===== src/rtl/beep_sequencer.sv =====
// Priority-arbitrated multi-event buzzer sequencer: each event plays REPEAT bursts of a
// square tone, separated by optional silent gaps, and higher events may pre-empt lower ones.
module beep_sequencer #(
  parameter int                    NUM_EVT  = 2,
  parameter logic [NUM_EVT*24-1:0] TONE_PER = {24'd12000, 24'd12000},
  parameter logic [NUM_EVT*28-1:0] ON_CYC   = {28'd6000000, 28'd12000000},
  parameter logic [NUM_EVT*28-1:0] OFF_CYC  = {28'd6000000, 28'd0},
  parameter logic [NUM_EVT*8-1:0]  REPEAT   = {8'd3, 8'd1}
) (
  input  logic               clk,
  input  logic               rst,
  input  logic [NUM_EVT-1:0] evt_req,
  input  logic               cancel,
  input  logic               mute,
  output logic               beep_out,
  output logic               busy,
  output logic [2:0]         active_id,
  output logic               done
);

  typedef enum logic [1:0] {ST_IDLE, ST_ON, ST_GAP} state_t;

  state_t      state_reg, state_next;
  logic [23:0] tone_reg, tone_next;
  logic [27:0] dur_reg, dur_next;
  logic [7:0]  rep_reg, rep_next;
  logic [2:0]  id_reg, id_next;
  logic        done_reg, done_next;

  // Per-event tables padded to 8 entries so the 3-bit event id indexes them directly.
  logic [23:0] tone_tab [8];
  logic [27:0] on_tab   [8];
  logic [27:0] off_tab  [8];
  logic [7:0]  rep_tab  [8];

  for (genvar gi = 0; gi < 8; gi++) begin : g_tab
    if (gi < NUM_EVT) begin : g_used
      assign tone_tab[gi] = TONE_PER[gi*24 +: 24];
      assign on_tab[gi]   = ON_CYC[gi*28 +: 28];
      assign off_tab[gi]  = OFF_CYC[gi*28 +: 28];
      assign rep_tab[gi]  = (REPEAT[gi*8 +: 8] == 8'd0) ? 8'd1 : REPEAT[gi*8 +: 8];
    end else begin : g_unused
      assign tone_tab[gi] = 24'd2;
      assign on_tab[gi]   = 28'd1;
      assign off_tab[gi]  = 28'd0;
      assign rep_tab[gi]  = 8'd1;
    end
  end

  logic [2:0]  req_id;
  logic        req_any;
  logic        accept;
  logic [23:0] cur_tone;
  logic [27:0] cur_on;
  logic [27:0] cur_off;

  always_comb begin
    req_id = 3'd0;
    for (int i = 0; i < NUM_EVT; i++) begin
      if (evt_req[i]) req_id = 3'(i);
    end
  end

  assign req_any  = |evt_req;
  assign accept   = req_any && ((state_reg == ST_IDLE) || (req_id >= id_reg));
  assign cur_tone = tone_tab[id_reg];
  assign cur_on   = on_tab[id_reg];
  assign cur_off  = off_tab[id_reg];

  always_ff @(posedge clk) begin
    if (rst) begin
      state_reg <= ST_IDLE;
      tone_reg  <= '0;
      dur_reg   <= '0;
      rep_reg   <= '0;
      id_reg    <= '0;
      done_reg  <= 1'b0;
    end else begin
      state_reg <= state_next;
      tone_reg  <= tone_next;
      dur_reg   <= dur_next;
      rep_reg   <= rep_next;
      id_reg    <= id_next;
      done_reg  <= done_next;
    end
  end

  // Cancel outranks any request; an accepted request outranks the running sequence's own progress.
  always_comb begin
    state_next = state_reg;
    tone_next  = tone_reg;
    dur_next   = dur_reg;
    rep_next   = rep_reg;
    id_next    = id_reg;
    done_next  = 1'b0;
    if (cancel) begin
      state_next = ST_IDLE;
      tone_next  = '0;
      dur_next   = '0;
      rep_next   = '0;
    end else if (accept) begin
      state_next = ST_ON;
      tone_next  = '0;
      dur_next   = '0;
      rep_next   = rep_tab[req_id];
      id_next    = req_id;
    end else begin
      case (state_reg)
        ST_ON: begin
          tone_next = (tone_reg == cur_tone - 24'd1) ? '0 : tone_reg + 24'd1;
          if (dur_reg == cur_on - 28'd1) begin
            dur_next  = '0;
            tone_next = '0;
            if (rep_reg - 8'd1 == 8'd0) begin
              state_next = ST_IDLE;
              rep_next   = '0;
              done_next  = 1'b1;
            end else begin
              rep_next   = rep_reg - 8'd1;
              state_next = (cur_off != 28'd0) ? ST_GAP : ST_ON;
            end
          end else begin
            dur_next = dur_reg + 28'd1;
          end
        end
        ST_GAP: begin
          tone_next = '0;
          if (dur_reg == cur_off - 28'd1) begin
            state_next = ST_ON;
            dur_next   = '0;
          end else begin
            dur_next = dur_reg + 28'd1;
          end
        end
        default: begin
          tone_next = '0;
          dur_next  = '0;
        end
      endcase
    end
  end

  always_comb begin
    busy      = (state_reg != ST_IDLE);
    beep_out  = (state_reg == ST_ON) && (tone_reg >= (cur_tone >> 1)) && !mute;
    active_id = id_reg;
    done      = done_reg;
  end

endmodule


===== config.mk =====
export PLATFORM = sky130hd
export DESIGN_NAME = beep_sequencer
export DESIGN_NICKNAME = d
export VERILOG_FILES = /design/src/rtl/beep_sequencer.sv
export SDC_FILE = /design/constraint.sdc
export NUM_CORES = 1
export LEC_CHECK = 0
export BUFFER_PORTS_ARGS = -buffer_cell sky130_fd_sc_hd__buf_2
export CAP_MARGIN = 5
export CORE_ASPECT_RATIO = 0.6
export CORE_MARGIN = 1.5
export CORE_UTILIZATION = 60
export CTS_BUF_LIST = sky130_fd_sc_hd__clkbuf_4
export DETAILED_ROUTE_END_ITERATION = 8
export PLACE_DENSITY = 0.78
export SLEW_MARGIN = 20
export SYNTH_ARGS = -nofsm -noshare
export SYNTH_HDL_FRONTEND = slang
export SYNTH_SLANG_ARGS = --single-unit

===== constraint.sdc =====
create_clock -name clk -period 6.2 [get_ports clk]
set_input_delay 0.31 -clock clk [delete_from_list [all_inputs] [get_ports clk]]
set_output_delay 0.31 -clock clk [all_outputs]
set_load 0.05 [all_outputs]

==> flow_metrics.tcl <==
set metrics [dict create \
    synth_area_leaders "dfxtp_1 (39%), xnor2_1 (6.6%), xor2_1 (6.6%)" \
    synthToLayoutAreaGrowth_pct 5.23 \
    clock.fmax_mhz 361 \
    drt_pre_antenna_iters 5 \
    setup_violations 0 \
    top_level_ports 12 \
    cts_resized 0 \
    drt_iter0_drc 207 \
    cts_max_path_buffers 2 \
    slew_viol_final 0 \
    crit_arrival_ps 3080 \
    cap_violations 0 \
    grt.busiest_layer "met1" \
    layout_common_cells "dfxtp_1 (64), nor2_1 (39), nor3_1 (36)" \
    grt_setup_unrepaired "no" \
    slew_headroom_pct 32.0 \
    yosysTopAreaCellShare_pct 38.8 \
    postCtsHoldBufs 0 \
    postCtsSetupBuffers 0 \
    numClockSinks 64 \
    status "finished clean" \
    cts_tree "done" \
    met3_usage_pct 7.83 \
    synth_edf_count 0 \
    synth_flop_cell "dfxtp_1" \
    power_density_nw_per_um2 204 \
    cp-endpoint "tone_reg[8]" \
    use_met1_pct 35.7 \
    setup_tns_ps 0 \
    wl_per_cell_um 14.2 \
    nNetsFinal 406 \
    fp.dieH_um 60.5 \
    yosys.area_share.adder_pct 3.03 \
    muxShareOfSynthArea_pct 0.909 \
    row_count 20 \
    tightest_slew_ps 1020 \
    drive_gt1_share_pct 9.85 \
    grt_usage_pct 24.3 \
    fin_hold_ws_ps 108 \
    overflow 0 \
    reg2reg_slack_ps 3430 \
    yosysWarnings 0 \
    gp_congestion 0.795 \
    drt-total-wl_um 6570 \
    grt_pass1_wl_um 11300 \
    synth_top_family_by_area "simple AND/OR/NAND/NOR gates" \
    coreArea_um2 5180 \
    largest_reg_flops 28 \
    die-width_um 98.8 \
    cts-htree-levels 3 \
    place_hpwl_um 4800 \
    drcViolationCount 0 \
    hold_path_class "input pin to register" \
    cp_num_buf_inv 1 \
    cts_buffers 9 \
    synthSimpleGateAreaFrac_pct 32.4 \
    synth-seq-cells 64 \
    fin_util_pct 67.1 \
    path_clk_slew_ps 90 \
    syn_inst 387 \
    use_met2_pct 34.0 \
    r2r_end "tone_reg[8]" \
    endpoint_kind "register" \
    ir_drop_v 0.000123 \
    n_antenna_cell 0 \
    clockRootBuffer "clkbuf_4" \
    final-hold-violation-count 0 \
    grt_pass1_vias 2388 \
    critPathLaunchType "register" \
    path_class "register to register" \
    layout_min_cycle_time_ps 2770 \
    ant_nets 0 \
    crit_cells 7 \
    slowest_stage "nand4_1" \
    cp_top_family "simple AND/OR/NAND/NOR gates" \
    synth_xor_area_share_pct 13.3 \
    netlist_area_um2 3300 \
    dieArea_um2 5970 \
    period_share_pct 44.7 \
    synth.distinct_cells 50 \
    synth_compound_area_share_pct 6.70 \
    skew_ps 11.1 \
    path_max_fanout 24 \
    r2r_cells 7 \
    crit_path_cell_trace "inv_1, ha_1, nand2b_1, a21oi_1, and2_1, nand4_1, nor2_1" \
    cpPeakStageDelay_ps 850 \
    cp-startpoint "state_reg[0]" \
    cp.required_ps 6510 \
    grt_max_degree 29 \
    p_leak_nw 1.12 \
    vias 2706 \
    worstSkewPairLatency_ps 400 \
    avgViaCountPerCell 5.86 \
    r2r-start "state_reg[0]" \
    mostFrequentLayoutCell "dfxtp_1" \
    antenna_found_initial 0 \
    start_util_pct 63.8 \
    synthArstFlopShare_pct 0 \
    yosys.area.top_type "dfxtp_1" \
    io_buffers 9 \
    synth_seq_area_share_pct 38.8 \
    synth.avg_cell_area_um2 8.54 \
]
Yosys cell counts, types with 6 or more instances:
cell type / count
and3_1: 10
nor4_1: 11
xor2_1: 25
a21oi_1: 6
nand4_1: 16
nor3_1: 36
nor2_1: 39
xnor2_1: 25
o21ai_0: 8
inv_1: 18
nand3_1: 20
ha_1: 8
dfxtp_1: 64
clkbuf_1: 9
nand2_1: 31
worst min-delay path by stage:
stage | end | startpoint | cells after the start | slack, ps
finish | active_id[0] | rst | 2 | 110
global route | active_id[0] | rst | 2 | 100
CTS | active_id[0] | rst | 2 | 90
detailed placement | rep_reg[7] | rep_reg[7] | 2 | 470
global placement | dur_reg[0] | dur_reg[0] | 1 | 450
floorplan | active_id[0] | rst | 1 | 380
per-layer routing:
metal,vias to the layer above,wire (µm),part of all wire [%]
met5,-,0,0
met4,0,60,0.91
met3,7,371,5.6
met2,73,2570,39
met1,1252,3570,54
li1,1374,-,-
stage by stage:
| step | std cells | instance area (µm²) | worst slack (ps) | power (mW) |
|---|---|---|---|---|
| 2_1_floorplan | 388 | 3310 | 3800 | 0.450 |
| 4_1_cts | 462 | 3480 | 3440 | 0.714 |
| 5_1_grt | 462 | 3480 | 3090 | 0.739 |
| 3_5_place_dp | 447 | 3350 | 3450 | 0.456 |
| 3_3_place_gp | 447 | 3350 | 3610 | 0.455 |
| 6_report | 462 | 3480 | 3430 | 0.709 |
power by group:
part           internal, mW  switching [mW]  leakage, nW  total, mW
registers             0.412         0.00228        0.516      0.415
logic                0.0104          0.0221        0.532     0.0324
clock network         0.122           0.140       0.0734      0.262
total                 0.545           0.164         1.12      0.709
logic make-up after synthesis:
group,Yosys count
and+or+nand+nor,196
muxes,3
xor gates and xnor gates,50
AOI/OAI and AO/OA,30
DFF,64
buffers and inverters,35
other,1
adders and majority gates,8
area by class of cell:
type / count / area [µm²]
Timing Repair Buffer: 10 / 52.6
Clock inverter: 5 / 48.8
Inverter: 18 / 67.6
Tap cell: 66 / 82.6
Sequential cell: 64 / 1280
Clock buffer: 10 / 75.1
Multi-Input combinational cell: 289 / 1870
Fill cell: 429 / 1700
No activity file was read; power rests on OpenSTA's default activity.
